### src/rtl/svga_vram_pkg.sv
// Shared VRAM slot timing constants and CPU access state encoding for the SVGA video path.
package svga_vram_pkg;

   // Horizontal geometry of the SVGA timing generator
   localparam int unsigned H_ACTIVE     = 640;
   localparam int unsigned H_BORDER     = 64;
   localparam int unsigned DECODE_DELAY = 7;

   // Bus widths
   localparam int unsigned VRAM_ADDR_W = 13;
   localparam int unsigned PIX_W       = 11;
   localparam int unsigned PHASE_W     = 4;

   // Fetch window: decode pipeline runs DECODE_DELAY cycles ahead of the pixels it feeds
   localparam int unsigned SVGA_H_FETCH_START = H_BORDER - DECODE_DELAY;
   localparam int unsigned SVGA_H_FETCH_END   = H_ACTIVE - H_BORDER - DECODE_DELAY;
   localparam int unsigned SVGA_GUARD         = 3;

   // Slot phases inside one character/byte period
   localparam logic [PHASE_W-1:0] VID_ADDR  = PHASE_W'(0);
   localparam logic [PHASE_W-1:0] VID_LATCH = PHASE_W'(2);
   localparam logic [PHASE_W-1:0] VID_VALID = PHASE_W'(3);
   localparam logic [PHASE_W-1:0] CPU_FIRST = PHASE_W'(3);

   // CPU access sequencer states
   typedef enum logic [1:0] {
      CPU_IDLE = 2'd0,
      CPU_ADDR = 2'd1,
      CPU_RAM  = 2'd2,
      CPU_DONE = 2'd3
   } cpu_state_t;

   // Last phase of a period: 7 for the 8-clock period, 15 for the 16-clock period
   function automatic logic [PHASE_W-1:0] period_last(input logic wide);
      return wide ? PHASE_W'(7) : PHASE_W'(15);
   endfunction

endpackage

### src/rtl/vram_slot_phase.sv
// Fetch window decode, per-line period latch, slot phase counter and CPU start permission.
module vram_slot_phase
   import svga_vram_pkg::*;
#(
   parameter int unsigned H_FETCH_START = SVGA_H_FETCH_START,
   parameter int unsigned H_FETCH_END   = SVGA_H_FETCH_END,
   parameter int unsigned GUARD         = SVGA_GUARD
) (
   input  logic               i_pixel_clock,
   input  logic               i_reset,
   input  logic [PIX_W-1:0]   i_pixel_count,
   input  logic               i_show_line,
   input  logic               i_width_64,
   output logic               o_win_c,
   output logic [PHASE_W-1:0] o_phase_c,
   output logic               o_cpu_slot_c
);

   logic               r_wide;
   logic [PHASE_W-1:0] r_phase;

   logic               w_win;
   logic               w_guard;
   logic [PHASE_W-1:0] w_last;
   logic [PHASE_W-1:0] w_cpu_last;

   assign w_win = i_show_line
                  && (i_pixel_count >= PIX_W'(H_FETCH_START))
                  && (i_pixel_count <  PIX_W'(H_FETCH_END));

   // Quiet cycles before the first fetch so a CPU access cannot spill into phase 0
   assign w_guard = i_show_line
                    && (i_pixel_count >= PIX_W'(H_FETCH_START - GUARD))
                    && (i_pixel_count <  PIX_W'(H_FETCH_START));

   assign w_last     = period_last(r_wide);
   assign w_cpu_last = w_last - PHASE_W'(2);

   // Period latch follows width_64 outside the window; phase runs mod P inside it
   always_ff @(posedge i_pixel_clock or posedge i_reset) begin
      if (i_reset) begin
         r_wide  <= 1'b0;
         r_phase <= '0;
      end else if (!w_win) begin
         r_wide  <= i_width_64;
         r_phase <= '0;
      end else if (r_phase == w_last) begin
         r_phase <= '0;
      end else begin
         r_phase <= r_phase + PHASE_W'(1);
      end
   end

   // Phase reads as 0 outside the window; CPU may start in the free middle slots or off-window
   always_comb begin
      o_win_c      = w_win;
      o_phase_c    = '0;
      o_cpu_slot_c = !w_guard;
      if (w_win) begin
         o_phase_c    = r_phase;
         o_cpu_slot_c = (r_phase >= CPU_FIRST) && (r_phase <= w_cpu_last);
      end
   end

endmodule

### src/rtl/vram_slot_arbiter.sv
// Time-division arbiter for the single-port VRAM: fixed video fetch slots, CPU in the gaps.
module vram_slot_arbiter
   import svga_vram_pkg::*;
#(
   parameter int unsigned ADDR_W        = VRAM_ADDR_W,
   parameter int unsigned H_FETCH_START = SVGA_H_FETCH_START,
   parameter int unsigned H_FETCH_END   = SVGA_H_FETCH_END,
   parameter int unsigned GUARD         = SVGA_GUARD
) (
   input  logic              pixel_clock,
   input  logic              reset,
   input  logic [PIX_W-1:0]  pixel_count,
   input  logic              show_line,
   input  logic              width_64,
   input  logic [ADDR_W-1:0] vid_addr,
   output logic [7:0]        vid_data,
   output logic              vid_valid,
   input  logic              cpu_req,
   input  logic              cpu_we,
   input  logic [ADDR_W-1:0] cpu_addr,
   input  logic [7:0]        cpu_wdata,
   output logic [7:0]        cpu_rdata,
   output logic              cpu_ack,
   output logic [ADDR_W-1:0] vram_addr,
   output logic              vram_we,
   output logic [7:0]        vram_wdata,
   input  logic [7:0]        vram_rdata
);

   // vid_valid is registered, so it is set in the phase before it is seen
   localparam logic [PHASE_W-1:0] VID_VALID_SET = VID_VALID - PHASE_W'(1);

   cpu_state_t         r_state;
   logic               r_cpu_we;
   logic [7:0]         r_vid_data;
   logic               r_vid_valid;
   logic [7:0]         r_cpu_rdata;
   logic               r_cpu_ack;
   logic [ADDR_W-1:0]  r_vram_addr;
   logic               r_vram_we;
   logic [7:0]         r_vram_wdata;

   logic               w_win;
   logic [PHASE_W-1:0] w_phase;
   logic               w_cpu_slot;
   logic               w_vid_slot;
   logic               w_cpu_start;

   vram_slot_phase #(
      .H_FETCH_START (H_FETCH_START),
      .H_FETCH_END   (H_FETCH_END),
      .GUARD         (GUARD)
   ) u_phase (
      .i_pixel_clock (pixel_clock),
      .i_reset       (reset),
      .i_pixel_count (pixel_count),
      .i_show_line   (show_line),
      .i_width_64    (width_64),
      .o_win_c       (w_win),
      .o_phase_c     (w_phase),
      .o_cpu_slot_c  (w_cpu_slot)
   );

   assign w_vid_slot  = w_win && (w_phase == VID_ADDR);
   assign w_cpu_start = cpu_req && (r_state == CPU_IDLE) && w_cpu_slot;

   // Video byte capture and its one-cycle strobe
   always_ff @(posedge pixel_clock or posedge reset) begin
      if (reset) begin
         r_vid_data  <= '0;
         r_vid_valid <= 1'b0;
      end else begin
         r_vid_valid <= w_win && (w_phase == VID_VALID_SET);
         if (w_win && (w_phase == VID_LATCH)) begin
            r_vid_data <= vram_rdata;
         end
      end
   end

   // CPU access sequencer and RAM port drive; the video address slot overrides last
   always_ff @(posedge pixel_clock or posedge reset) begin
      if (reset) begin
         r_state      <= CPU_IDLE;
         r_cpu_we     <= 1'b0;
         r_cpu_rdata  <= '0;
         r_cpu_ack    <= 1'b0;
         r_vram_addr  <= '0;
         r_vram_we    <= 1'b0;
         r_vram_wdata <= '0;
      end else begin
         r_cpu_ack <= 1'b0;
         case (r_state)
            CPU_IDLE: begin
               if (w_cpu_start) begin
                  r_state      <= CPU_ADDR;
                  r_cpu_we     <= cpu_we;
                  r_vram_addr  <= cpu_addr;
                  r_vram_we    <= cpu_we;
                  r_vram_wdata <= cpu_wdata;
               end
            end
            CPU_ADDR: begin
               r_state   <= CPU_RAM;
               r_vram_we <= 1'b0;
            end
            CPU_RAM: begin
               r_state   <= CPU_DONE;
               r_cpu_ack <= 1'b1;
               if (!r_cpu_we) begin
                  r_cpu_rdata <= vram_rdata;
               end
            end
            CPU_DONE: begin
               r_state <= CPU_IDLE;
            end
            default: begin
               r_state <= CPU_IDLE;
            end
         endcase
         if (w_vid_slot) begin
            r_vram_addr <= vid_addr;
            r_vram_we   <= 1'b0;
         end
      end
   end

   assign vid_data   = r_vid_data;
   assign vid_valid  = r_vid_valid;
   assign cpu_rdata  = r_cpu_rdata;
   assign cpu_ack    = r_cpu_ack;
   assign vram_addr  = r_vram_addr;
   assign vram_we    = r_vram_we;
   assign vram_wdata = r_vram_wdata;

endmodule

### config.mk
export PLATFORM = sky130hd
export DESIGN_NAME = vram_slot_arbiter
export DESIGN_NICKNAME = d
export VERILOG_FILES = /design/src/rtl/svga_vram_pkg.sv /design/src/rtl/vram_slot_phase.sv /design/src/rtl/vram_slot_arbiter.sv
export SDC_FILE = /design/constraint.sdc
export NUM_CORES = 1
export LEC_CHECK = 0
export CORE_AREA = 2 2 78 80
export DETAILED_ROUTE_END_ITERATION = 10
export DIE_AREA = 0 0 80 82
export PLACE_DENSITY_LB_ADDON = 0.1
export SYNTH_ARGS = -nofsm -noshare
export SYNTH_HDL_FRONTEND = slang
export SYNTH_SLANG_ARGS = --single-unit
### constraint.sdc
create_clock -name pixel_clock -period 2.3 [get_ports pixel_clock]
set_input_delay 0.345 -clock pixel_clock [delete_from_list [all_inputs] [get_ports pixel_clock]]
set_output_delay 0.345 -clock pixel_clock [all_outputs]
set_load 0.02 [all_outputs]
==> out/qor.txt, run 1 <==
STATUS
-------------------------------------------------------------------------------
Outcome .......................................................... complete, no violations

LOGIC SYNTHESIS
-------------------------------------------------------------------------------
Mapped Cells .....................................................          179
Ranking of synthesized cells by area ............................. sky130_fd_sc_hd__dfrtp_1, sky130_fd_sc_hd__mux2_2, sky130_fd_sc_hd__mux2i_1
Mean area per synthesized cell ...................................     12.9 µm²
Ys flop type ..................................................... sky130_fd_sc_hd__dfrtp_1
Cell with the most instances after synthesis ..................... sky130_fd_sc_hd__dfrtp_1
Post-synth top area share ........................................        52.2%
Yosys Warn Count .................................................            0
Share of synthesized area occupied by flip-flops and latches .....        52.2%
Number of synthesized register bits ..............................           48
Post-synth EDFFs .................................................            0
Library cell with the largest summed area after synthesis ........ sky130_fd_sc_hd__dfrtp_1
Most frequent cells after synthesis .............................. sky130_fd_sc_hd__dfrtp_1, sky130_fd_sc_hd__mux2_2, sky130_fd_sc_hd__mux2i_1
Async set-reset flop share out of synthesis ......................         100%
Number of distinct library cells after synthesis .................           43
Area of the mapped netlist .......................................     2300 µm²
Nets in the synthesized netlist ..................................          245

DETAILED ROUTING
-------------------------------------------------------------------------------
Post-DRT Antenna Nets ............................................            0
Total length of routed wires .....................................      4770 µm
Routed length per placed instance ................................      13.1 µm
Number of DRC markers in iteration 0 .............................           66
Detailed Routing Iterations Pass 1 ...............................            4
Ratio of routed vias to standard cells ...........................         4.72
Post-route DRC violation count ...................................            0
Number of vias in the routed layout ..............................        1,718

PLACE
-------------------------------------------------------------------------------
Final RePlAce weighted congestion ................................        0.740
I/O Buffers ......................................................           98
Number of cells after detailed placement .........................          356
HPWL Detailed ....................................................      3690 µm
Worst setup slack before clock tree synthesis ....................    -0.107 ns

WORST SETUP PATH
-------------------------------------------------------------------------------
Worst reg2reg path startpoint .................................... u_phase.r_phase[3]
Data required time at the worst endpoint .........................      2.48 ns
Worst reg-to-reg setup slack .....................................      0.40 ns
Crit path capture type ...........................................         flop
Crit path to .....................................................  vid_data[2]
Crit Path Max Fanout .............................................            9
Worst reg-to-reg path cell count .................................            6
Terminus of the critical flop-to-flop path ....................... vram_wdata[0]
Class of the most critical setup path ............................       in2reg
Data arrival, critical path ......................................      2.26 ns
Setup crit start ................................................. pixel_count[1]
Kind of launch point of the worst setup path ..................... primary input

FLOORPLANNING
-------------------------------------------------------------------------------
Vert. Die Dim ....................................................        82 µm
Starting Density .................................................        40.0%
Core region area .................................................     5750 µm²
Chip Width .......................................................        80 µm
I/O pins .........................................................           99
Cell row count ...................................................           28
Area enclosed by the die boundary ................................     6560 µm²

GRT
-------------------------------------------------------------------------------
First-pass GRT wire length .......................................      7820 µm
Vias in the first global route ...................................        1,719
Overall global routing resource usage ............................        15.2%
Antenna violations before repair .................................            0
Pin count of the biggest net entering global routing .............           33
Remaining Overflow, GRT ..........................................            0

LAYOUT
-------------------------------------------------------------------------------
Number of nets in the finished design ............................          354
Synthesis-to-finish area growth ..................................        54.4%
Fill count .......................................................          498
Share of layout cells above drive strength 1 .....................        23.5%
Fin cells ........................................................          364
ANT cells ........................................................            0

TIMING
-------------------------------------------------------------------------------
Hold violation count in the final report .........................            0
Number of max-slew violations in the final report ................            0
Hold WS ..........................................................     0.447 ns
Max frequency ....................................................      482 MHz
Slew of the pin with the lowest slew margin ......................     0.643 ns
Total negative slack .............................................         0 ns
Total of endpoints with negative setup slack in the final report .            0
Max Clock Skew ...................................................   0.00793 ns
Worst slew slack as a fraction of its limit ......................        57.1%
Minimum clock period .............................................      2.08 ns
Unrepaired setup endpoints after global routing ..................           no
Crit share post-route ............................................        90.2%
Final worst-path setup slack .....................................     0.224 ns

POWER
-------------------------------------------------------------------------------
Leakage dissipation ..............................................      1.50 nW
Peak supply drop .................................................       623 µV
Power per Cell Area ..............................................  1070 nW/µm²

CLOCK TREE
-------------------------------------------------------------------------------
Clock latency on the worst-skew pair .............................      0.30 ns
TritonCTS clock tree .............................................         done
Library cell used as clock root buffer ........................... sky130_fd_sc_hd__clkbuf_8
Reg clk slew, reported paths .....................................      0.09 ns
Maximum level of the CTS H-tree ..................................            2
Number of buffers inserted during clock tree synthesis ...........            5
Maximum number of buffers from clock root to sink ................            2
Post-cts sizing count ............................................            0
Post-cts hold buffer count .......................................            0
Buffer count from post-CTS setup fixing ..........................            0
Sink Count .......................................................           48

HOLD PATH
-------------------------------------------------------------------------------
Tightest Hold Check Type .........................................     in2async

JOB
-------------------------------------------------------------------------------
Max-capacitance violation count ..................................            0

## sequential cells by signal (all words and copies together) (netlist names), 2 cells and up
register	cells
vram_addr	13
vid_data	8
vram_wdata	8
r_state	2
u_phase.r_phase	4
cpu_rdata	8
## cells in the final DEF, fill, tap and decap left out, types with 3 or more instances in the layout
cell and count:
sky130_fd_sc_hd__nand2_1 4, sky130_fd_sc_hd__nor2b_1 3, sky130_fd_sc_hd__nor2_1 10, sky130_fd_sc_hd__nor3_1 4, sky130_fd_sc_hd__buf_4 9, sky130_fd_sc_hd__mux2_1 3
sky130_fd_sc_hd__mux2_2 14, sky130_fd_sc_hd__ha_1 7, sky130_fd_sc_hd__a21oi_2 9, sky130_fd_sc_hd__clkdlybuf4s50_1 98, sky130_fd_sc_hd__dfrtp_1 48, sky130_fd_sc_hd__clkbuf_8 7
sky130_fd_sc_hd__a21oi_1 7, sky130_fd_sc_hd__mux2i_1 13, sky130_fd_sc_hd__nor2_2 7, sky130_fd_sc_hd__mux2_4 8, sky130_fd_sc_hd__inv_1 6
## layout make-up
cell class              count  area (µm²)  share of cell area (%)
flip-flops and latches     48        1200                    33.8
repair buffers            109        1090                    30.6
multi-input cells         116        1010                    28.5
clock buffers               7        96.3                    2.71
well taps                  75        93.8                    2.64
clock inverters             1        30.0                   0.845
inverters                   8        30.0                   0.845
## logic make-up (layout without fill, tap and decap cells)
group                      Yosys count  in the layout  share of synthesized area, %
AOI/OAI and AO/OA                   26             26                          8.54
buffers and inverters               15            125                          3.81
adders and majority gates            7              7                          3.81
and+or+nand+nor                     43             43                          11.7
DFF                                 48             48                          52.2
muxes                               38             38                          19.2
xor gates and xnor gates             2              2                         0.761
## critical path, stage by stage
cell and delay, ns:
sky130_fd_sc_hd__clkdlybuf4s50_1 0.45, sky130_fd_sc_hd__nor3_4 0.24, sky130_fd_sc_hd__o21a_2 0.20, sky130_fd_sc_hd__nand3_4 0.08, sky130_fd_sc_hd__or4_4 0.60, sky130_fd_sc_hd__mux2_4 0.33
## power by group
group / switching (mW) / internal (mW)
sequential: 0.153 / 1.16
clock: 0.273 / 0.384
combinational: 0.833 / 0.980
total: 1.26 / 2.53
## per-layer routing
metal  up-vias  global-route usage, %  share of wire [%]
met5         -                      0                  0
met4         0                   5.08                1.4
met3         6                   5.05                8.6
met2        67                   25.1                 47
met1       800                   18.9                 43
li1        845                      -                  -
## how the worst min path moves through the flow
stage                         from              to  slack [ns]  cells after the start
floorplan           u_phase.r_wide  u_phase.r_wide        0.44                      2
global placement    u_phase.r_wide  u_phase.r_wide        0.46                      2
detailed placement   vram_wdata[7]   vram_wdata[7]        0.48                      1
CTS                          reset   vram_wdata[7]        0.47                      2
global route                 reset   vram_wdata[7]        0.50                      2
finish                       reset   vram_wdata[7]        0.45                      2
## through the flow
step / power (mW) / utilization (%) / instance area (µm²)
global route: 4.03 / 61.8 / 3550
floorplan: 2.32 / - / 2300
CTS: 3.84 / 61.8 / 3550
detailed placement: 3.18 / 59.6 / 3430
finish: 3.78 / 61.8 / 3550
global placement: 3.14 / 59.6 / 3430
(Power assumes the default switching activity.)
==> run 2, diff against run 1 <==
HOLD_SLACK_MARGIN = 0.02   (was unset)
==> results of run 2 <==
Final layout, timing and power as in run 1 (identical DEF).
==> run 3, diff against run 2 <==
ABC_AREA = 1   (was unset)
==> out/qor.txt, run 3 <==
LOGIC SYNTHESIS
-------------------------------------------------------------------------------
Number of synthesized register bits ..............................           48
Post-synth EDFFs .................................................            0
Share of synthesized area occupied by flip-flops and latches .....        49.9%
Post-synth top area share ........................................        49.9%
Ys flop type ..................................................... sky130_fd_sc_hd__dfrtp_1
Async set-reset flop share out of synthesis ......................         100%
Mean area per synthesized cell ...................................     8.07 µm²
Yosys Warn Count .................................................            0
Library cell with the largest summed area after synthesis ........ sky130_fd_sc_hd__dfrtp_1
Number of distinct library cells after synthesis .................           30
Mapped Cells .....................................................          298
Ranking of synthesized cells by area ............................. sky130_fd_sc_hd__dfrtp_1, sky130_fd_sc_hd__nand2_1, sky130_fd_sc_hd__inv_1
Most frequent cells after synthesis .............................. sky130_fd_sc_hd__nand2_1, sky130_fd_sc_hd__dfrtp_1, sky130_fd_sc_hd__inv_1
Area of the mapped netlist .......................................     2410 µm²
Cell with the most instances after synthesis ..................... sky130_fd_sc_hd__nand2_1
Nets in the synthesized netlist ..................................          364

TIMING
-------------------------------------------------------------------------------
Crit share post-route ............................................        80.9%
Max frequency ....................................................      538 MHz
Max Clock Skew ...................................................    0.0107 ns
Hold violation count in the final report .........................            0
Minimum clock period .............................................      1.86 ns
Worst slew slack as a fraction of its limit ......................        55.4%
Total negative slack .............................................         0 ns
Total of endpoints with negative setup slack in the final report .            0
Unrepaired setup endpoints after global routing ..................           no
Slew of the pin with the lowest slew margin ......................     0.668 ns
Number of max-slew violations in the final report ................            0

GRT
-------------------------------------------------------------------------------
Overall global routing resource usage ............................        18.3%
Remaining Overflow, GRT ..........................................            0
Routing layer with the top usage in global route .................         met2
Antenna violations before repair .................................            0
Met2 demand-to-capacity share in global routing ..................        30.5%
Pin count of the biggest net entering global routing .............           34
Global-route track usage on met3 .................................        6.04%
Vias in the first global route ...................................        2,100
M1 GR Usage ......................................................        22.9%
First-pass GRT wire length .......................................      9380 µm

POWER
-------------------------------------------------------------------------------
Power share of the combinational group ...........................        45.5%
Final Total Pwr ..................................................      3.53 mW
Leakage dissipation ..............................................      1.76 nW
Sw Pwr ...........................................................      1.31 mW
Proportion of total power due to net switching ...................        37.0%
Power per Cell Area ..............................................   994 nW/µm²
Share of total power in the clock network ........................        17.6%
Int Pwr ..........................................................      2.22 mW
Seq pwr share ....................................................        36.9%
Peak supply drop .................................................       553 µV

WORST SETUP PATH
-------------------------------------------------------------------------------
Crit Path Max Fanout .............................................           14
Worst reg-to-reg setup slack .....................................      0.44 ns
Data required time at the worst endpoint .........................      2.55 ns
Data arrival, critical path ......................................      2.11 ns
Kind of launch point of the worst setup path .....................         flop
Crit path capture type ...........................................         flop
Class of the most critical setup path ............................      reg2reg

DETAILED ROUTING
-------------------------------------------------------------------------------
Routed length per placed instance ................................      11.9 µm
Number of vias in the routed layout ..............................        2,143
Total length of routed wires .....................................      5640 µm
Post-route DRC violation count ...................................            0
Post-DRT Antenna Nets ............................................            0
Number of DRC markers in iteration 0 .............................           73
Ratio of routed vias to standard cells ...........................         4.52
Detailed Routing Iterations Pass 1 ...............................            4

PLACE
-------------------------------------------------------------------------------
Final RePlAce weighted congestion ................................        0.756
HPWL Detailed ....................................................      4270 µm
Number of cells after detailed placement .........................          466
I/O Buffers ......................................................           98

LAYOUT
-------------------------------------------------------------------------------
Commonest cells after routing, fill and taps aside ............... sky130_fd_sc_hd__nand2_1, sky130_fd_sc_hd__clkdlybuf4s50_1, sky130_fd_sc_hd__dfrtp_1
Commonest non-fill, non-tap cell in the layout ................... sky130_fd_sc_hd__nand2_1
Fin cells ........................................................          474
Flip-flop count of the largest register after layout .............           13
Share of layout cells above drive strength 1 .....................        8.77%
ANT cells ........................................................            0
Number of nets in the finished design ............................          464
Synthesis-to-finish area growth ..................................        47.4%

FLOORPLANNING
-------------------------------------------------------------------------------
Area enclosed by the die boundary ................................     6560 µm²
Vert. Die Dim ....................................................        82 µm
Core region area .................................................     5750 µm²
Starting Density .................................................        41.9%
Chip Width .......................................................        80 µm
Cell row count ...................................................           28
I/O pins .........................................................           99

CLOCK TREE
-------------------------------------------------------------------------------
Maximum number of buffers from clock root to sink ................            2
TritonCTS clock tree .............................................         done
Post-cts sizing count ............................................            0
Library cell used as clock root buffer ........................... sky130_fd_sc_hd__clkbuf_8
Clock latency on the worst-skew pair .............................      0.30 ns
Buffer count from post-CTS setup fixing ..........................            0
Sink Count .......................................................           48
Number of buffers inserted during clock tree synthesis ...........            5
Maximum level of the CTS H-tree ..................................            2
Post-cts hold buffer count .......................................            0
Reg clk slew, reported paths .....................................      0.09 ns

JOB
-------------------------------------------------------------------------------
Max-capacitance violation count ..................................            0

STATUS
-------------------------------------------------------------------------------
Outcome .......................................................... complete, no violations

HOLD PATH
-------------------------------------------------------------------------------
Tightest Hold Check Type .........................................     in2async

-- run 3: changes by cell type after synthesis, moves of 10 or more --
cell	before	now
sky130_fd_sc_hd__o21ai_0	1	23
sky130_fd_sc_hd__mux2i_1	13	0
sky130_fd_sc_hd__mux2_2	14	0
sky130_fd_sc_hd__nand2_1	4	121
sky130_fd_sc_hd__nand2_2	0	10
sky130_fd_sc_hd__inv_1	7	37
-- run 3: worst paths after layout --
path                                          from           end  depth (start not counted)
worst max register to register  u_phase.r_phase[3]  vram_addr[7]                         11
worst min-delay path                         reset  cpu_rdata[5]                          2
min in group pixel_clock              vram_addr[5]  vram_addr[5]                          2
worst min register to register        vram_addr[5]  vram_addr[5]                          2
max in group asynchronous                    reset  vram_addr[0]                          3
worst max-delay path            u_phase.r_phase[3]  vram_addr[7]                         11
-- run 3: power by group through the flow --
stage	sequential (mW)	clock, mW	combinational [mW]
after detailed placement	1.32	0	1.62
final	1.30	0.619	1.60
after floorplan	1.64	0	0.538
after global placement	1.31	0	1.59
after global routing	1.33	0.679	1.79
after CTS	1.31	0.643	1.63
-- run 3: area by class of cell --
class / instances / area (µm²)
Clock buffer: 5 / 68.8
Clock inverter: 3 / 46.3
Fill cell: 524 / 2200
Inverter: 40 / 158
Multi-Input combinational cell: 202 / 976
Sequential cell: 48 / 1200
Tap cell: 75 / 93.8
Timing Repair Buffer: 101 / 1000
-- run 3: critical path, cell delays in order (launching register included) --
cell and delay [ns]:
sky130_fd_sc_hd__dfrtp_1 0.42, sky130_fd_sc_hd__ha_1 0.32, sky130_fd_sc_hd__nand2_1 0.06, sky130_fd_sc_hd__o21bai_1 0.12
sky130_fd_sc_hd__nand2_1 0.06, sky130_fd_sc_hd__nand2_1 0.05, sky130_fd_sc_hd__nand4_1 0.11, sky130_fd_sc_hd__nand3_2 0.17
sky130_fd_sc_hd__nand2_4 0.13, sky130_fd_sc_hd__inv_2 0.21, sky130_fd_sc_hd__nand2_1 0.08, sky130_fd_sc_hd__nand2_1 0.06
-- run 3: kinds of logic after synthesis --
kind of cell	share of synthesized area, %
simple gates	29.6
buf+inv	9.52
flops	49.9
compound gates	6.97
fa+ha+maj	3.64
xor+xnor	0.364
-- run 3: through the flow --
stage | hold WS, ns | util [%] | area [µm²] | setup slack, ns
after global placement | 0.453 | 59.7 | 3430 | 0.199
after detailed placement | 0.457 | 59.7 | 3430 | 0.149
after floorplan | 0.446 | - | 2410 | 0.704
after global routing | 0.489 | 61.7 | 3550 | 0.198
final | 0.456 | 61.7 | 3550 | 0.440
after CTS | 0.470 | 61.7 | 3550 | 0.393
-- run 3: metal layers --
| layer | vias to the layer above | share of wire, % |
|---|---|---|
| met5 | - | 0 |
| met4 | 0 | 0.85 |
| met3 | 4 | 9.4 |
| met2 | 70 | 46 |
| met1 | 963 | 44 |
| li1 | 1106 | - |
